## src/rtl/des_pkg.sv

```systemverilog
// Shared DES permutation tables and helpers. Tables hold DES bit numbers 1..64;
// entry i gives the input bit that lands on output bit i+1.
package des_pkg;

  localparam int DES_BLK_W = 64;

  localparam int IP_TBL [64] = '{
    58, 50, 42, 34, 26, 18, 10, 2,
    60, 52, 44, 36, 28, 20, 12, 4,
    62, 54, 46, 38, 30, 22, 14, 6,
    64, 56, 48, 40, 32, 24, 16, 8,
    57, 49, 41, 33, 25, 17,  9, 1,
    59, 51, 43, 35, 27, 19, 11, 3,
    61, 53, 45, 37, 29, 21, 13, 5,
    63, 55, 47, 39, 31, 23, 15, 7
  };

  localparam int FP_TBL [64] = '{
    40, 8, 48, 16, 56, 24, 64, 32,
    39, 7, 47, 15, 55, 23, 63, 31,
    38, 6, 46, 14, 54, 22, 62, 30,
    37, 5, 45, 13, 53, 21, 61, 29,
    36, 4, 44, 12, 52, 20, 60, 28,
    35, 3, 43, 11, 51, 19, 59, 27,
    34, 2, 42, 10, 50, 18, 58, 26,
    33, 1, 41,  9, 49, 17, 57, 25
  };

  // DES bit n lives at vector index 64-n, so DES bit 1 is the MSB.
  function automatic logic [DES_BLK_W-1:0] des_permute(input logic [DES_BLK_W-1:0] blk,
                                                        input logic mode);
    logic [DES_BLK_W-1:0] res;
    logic [5:0] src;
    logic [5:0] dst;
    res = '0;
    for (int i = 0; i < DES_BLK_W; i++) begin
      src = mode ? 6'(DES_BLK_W - FP_TBL[i]) : 6'(DES_BLK_W - IP_TBL[i]);
      dst = 6'(DES_BLK_W - 1 - i);
      res[dst] = blk[src];
    end
    return res;
  endfunction

endpackage

```

## src/rtl/des_perm_net.sv

```systemverilog
// Combinational IP/FP permutation: fixed wiring per output bit plus a 2:1 mode mux.
module des_perm_net
  import des_pkg::*;
(
  input  logic                 mode,
  input  logic [DES_BLK_W-1:0] in,
  output logic [DES_BLK_W-1:0] out
);

  for (genvar i = 0; i < DES_BLK_W; i++) begin : g_bit
    assign out[DES_BLK_W-1-i] = mode ? in[DES_BLK_W-FP_TBL[i]] : in[DES_BLK_W-IP_TBL[i]];
  end

endmodule

```

## src/rtl/des_perm_pipe.sv

```systemverilog
// Pipelined DES IP/FP engine with per-block mode, valid/ready backpressure on
// both sides and a saturating delivered-block counter.
module des_perm_pipe
  import des_pkg::*;
#(
  parameter int STAGES = 2,
  parameter int CNT_W  = 16
) (
  input  logic                 clk,
  input  logic                 rst,
  input  logic                 in_valid,
  output logic                 in_ready,
  input  logic                 in_mode,
  input  logic [DES_BLK_W-1:0] in_data,
  output logic                 out_valid,
  input  logic                 out_ready,
  output logic                 out_mode,
  output logic [DES_BLK_W-1:0] out_data,
  input  logic                 cnt_clr,
  output logic [CNT_W-1:0]     blk_cnt
);

  logic [STAGES-1:0]    v;
  logic [STAGES:0]      rdy;
  logic                 st_mode [STAGES];
  logic [DES_BLK_W-1:0] st_data [STAGES];
  logic [DES_BLK_W-1:0] perm_data;

  des_perm_net u_net (
    .mode (in_mode),
    .in   (in_data),
    .out  (perm_data)
  );

  // A stage can take new data if it is empty or everything downstream moves.
  always_comb begin
    rdy         = '0;
    rdy[STAGES] = out_ready;
    for (int k = STAGES - 1; k >= 0; k--) begin
      rdy[k] = !v[k] || rdy[k+1];
    end
  end

  for (genvar k = 0; k < STAGES; k++) begin : g_stage
    logic                 up_v;
    logic                 up_m;
    logic [DES_BLK_W-1:0] up_d;
    logic                 v_q;
    logic                 m_q;
    logic [DES_BLK_W-1:0] d_q;

    if (k == 0) begin : g_head
      assign up_v = in_valid;
      assign up_m = in_mode;
      assign up_d = perm_data;
    end else begin : g_body
      assign up_v = v[k-1];
      assign up_m = st_mode[k-1];
      assign up_d = st_data[k-1];
    end

    always_ff @(posedge clk) begin
      if (rst) begin
        v_q <= 1'b0;
      end else if (rdy[k]) begin
        v_q <= up_v;
      end
      if (rdy[k] && up_v) begin
        m_q <= up_m;
        d_q <= up_d;
      end
    end

    assign v[k]       = v_q;
    assign st_mode[k] = m_q;
    assign st_data[k] = d_q;
  end

  assign in_ready  = rdy[0];
  assign out_valid = v[STAGES-1];
  assign out_mode  = st_mode[STAGES-1];
  assign out_data  = st_data[STAGES-1];

  always_ff @(posedge clk) begin
    if (rst || cnt_clr) begin
      blk_cnt <= '0;
    end else if (out_valid && out_ready && (blk_cnt != {CNT_W{1'b1}})) begin
      blk_cnt <= blk_cnt + 1'b1;
    end
  end

endmodule

```

## config.mk

```make
export PLATFORM = sky130hd
export DESIGN_NAME = des_perm_pipe
export DESIGN_NICKNAME = d
export VERILOG_FILES = /design/src/rtl/des_pkg.sv /design/src/rtl/des_perm_net.sv /design/src/rtl/des_perm_pipe.sv
export SDC_FILE = /design/constraint.sdc
export NUM_CORES = 1
export LEC_CHECK = 0
export ABC_AREA = 1
export CORE_UTILIZATION = 35
export CTS_BUF_LIST = sky130_fd_sc_hd__clkbuf_8
export CTS_CLUSTER_SIZE = 28
export DETAILED_ROUTE_END_ITERATION = 8
export PLACE_DENSITY = 0.66
export SYNTH_ARGS = -nofsm -noshare
export SYNTH_HDL_FRONTEND = slang
export SYNTH_SLANG_ARGS = --single-unit
export TNS_END_PERCENT = 1
```

## constraint.sdc

```tcl
create_clock -name clk -period 4.2 [get_ports clk]
set_input_delay 0.84 -clock clk [delete_from_list [all_inputs] [get_ports clk]]
set_output_delay 0.84 -clock clk [all_outputs]
set_load 0.02 [all_outputs]
```

==> results.cfg <==
[synth]
synth_top_family_by_area = simple AND/OR/NAND/NOR gates
syn_area_um2 = 5640
yosys.area_share.simple_pct = 11.6
ys_seq_area_share_pct = 75.6
postSynth.asyncResetShare_pct = 0
netlist.area_leader.share_pct = 69.2
synth-edff-count = 130
synth_nets = 493
muxShareOfSynthArea_pct = 3.99
yosys_warnings = 0
synthTopCellsByCount = edfxtp_1, nor2_1, nand2_1
ys_ff_latch = 148
synth_area_leaders = edfxtp_1, dfxtp_1, mux2_2
synth_xor_area_share_pct = 0
yosys.area.top_type = edfxtp_1
postSynthAreaPerCell_um2 = 13.4
synth.distinct_cells = 27
ys.flop_type = edfxtp_1
synthMostInstantiatedCell = edfxtp_1
synth_compound_area_share_pct = 4.95
yosys.area_share.adder_pct = 0.222
syn_inst = 422

[critical_path]
worstPathArrival_ns = 2.16
crit_chain = clkdlybuf4s50_1 > inv_1 > nand3_1 > clkdlybuf4s50_1
critPathMaxFanout = 3
timing_worst_setup_path_type = in -> out
end_kind = output port
r2r_cells = 4
slowest_stage = clkdlybuf4s50_1
cpMostUsedCell = clkdlybuf4s50_1
setup.worst_path.start_class = input pin
cp_slowest_stage_delay_ns = 0.62
cp.required_ns = 3.36

[sta]
slew_headroom_pct = 28.8
setup_viol = 0
skew_ns = 0.0124
max_freq_mhz = 334
period_needed_ns = 3.00
drv_slew = 0
setup_tns_ns = 0
min_period_over_period_pct = 71.3
timing_hold_violations_final = 0
grt_setup_unrepaired = no
worst_slew_pin_slew_ns = 1.06
fin_hold_ws_ns = 0.419

[cts]
cts_tree = built
clock_path_buffers = 2
numCtsBuffers = 17
cts_sinks = 148
clockRootBuffer = clkbuf_8
ctsHtreeMaxLevel = 4
path_clk_slew_ns = 0.08
clk_latency_ns = 0.43
ctsResizeCount = 0
post_cts_buffers = 0
postCtsHoldBufs = 0

[finish]
fill_cells = 1353
seq_area_um2 = 4260
fin_cells = 810
antenna_cells = 0
area_growth_pct = 38.5
multi_input_area_um2 = 1180
drive_gt1_share_pct = 11.1
fin_nets = 654

[place]
dpl.hpwl_um = 7920
gp_congestion = 0.843
placed_cells = 780
port_buffers = 152

[pwr]
p_leak_uw = 0.00276
powerDensity_nw_per_um2 = 396
ir_drop_mv = 0.153

[global_routing]
overflow = 0
grt_pass1_vias = 3477
grt_max_degree = 66
track_usage_pct = 14.4
grt_pass1_wl_um = 17600
grt_antenna_before_repair = 0

[die]
die-area_um2 = 16600
ios = 153
die_w_um = 129
placementRows = 46
coreArea_um2 = 15800
dieHeight_um = 129
start_util_pct = 35.6

[status]
violations = DRC
outcome = finished, violations left

[drt]
finalWirelength_um = 11500
drc_errors = 2
wl_per_cell_um = 14.1
ant_nets = 0
vias = 3608
via_per_inst = 4.45
dr.pass1.iters = 6
drtIter0Drc = 255

[job]
maxCapViolCount = 0

[hold_path]
hp-class = reg -> reg
hold_depth = 0
sequential cells by signal (all words and copies together) (netlist names):
register / flops
g_stage.d_q: 64
blk_cnt: 16
g_stage.m_q: 1
out_data: 64
out_valid: 1
out_mode: 1
g_stage.v_q: 1
final timing paths:
path	from	endpoint	slack [ns]
setup / recovery	out_ready	in_ready	1.20
hold / removal	g_stage[0].d_q[33]	out_data[33]	0.42
setup reg to reg	out_valid	g_stage[0].d_q[28]	2.47
hold reg to reg	g_stage[0].d_q[33]	out_data[33]	0.42
worst max-delay path: cells and delay by family:
| family | cells | cell delay [ns] |
|---|---|---|
| buf+inv | 3 | 1.20 |
| simple gates | 1 | 0.12 |
metal layers:
metal,vias up,track usage [%],share of wire (%)
met5,-,0,0
met4,0,8.17,2.7
met3,21,4.20,5.7
met2,109,23.5,50
met1,1680,17.0,42
li1,1798,-,-
placed cells by master (no fill, tap or decap), types with 17 or more instances in the layout:
cell type        synthesis  final
a21oi_1                 33     32
clkbuf_8                 0     17
clkdlybuf4s50_1          0    151
dfxtp_1                 18     18
edfxtp_1               130    130
inv_1                   36     36
mux2_2                  20     20
nand2_1                 53     53
nand3_1                 19     19
nor2_1                  57     57
o21ai_0                 21     21
where the power goes:
part / internal [uW] / total [uW] / switching (uW)
Clock: 580 / 1100 / 519
Sequential: 1700 / 1720 / 21.0
Combinational: 140 / 280 / 140
Total: 2420 / 3100 / 680
kinds of logic after synthesis:
group	Yosys count
AOI/OAI and AO/OA	55
adders and majority gates	1
buffers and inverters	50
DFF	148
muxes	20
and+or+nand+nor	148
final cells by class:
type	instances	share of cell area [%]
flip-flops and latches	148	54.6
repair buffers	155	20.0
multi-input cells	224	15.1
well taps	216	3.46
clock buffers	17	2.99
clock inverters	13	2.05
inverters	37	1.78
stage by stage:
stage | instance area, um^2 | util, % | power (uW) | setup WS, ns
2_1_floorplan | 5640 | - | 1870 | 0.973
3_3_place_gp | 7420 | 46.9 | 2020 | 1.23
3_5_place_dp | 7420 | 46.9 | 2030 | 1.21
4_1_cts | 7810 | 49.4 | 3140 | 1.21
5_1_grt | 7810 | 49.4 | 3220 | 1.16
6_report | 7810 | 49.4 | 3100 | 1.20
No activity file was read; power rests on OpenSTA's default activity.
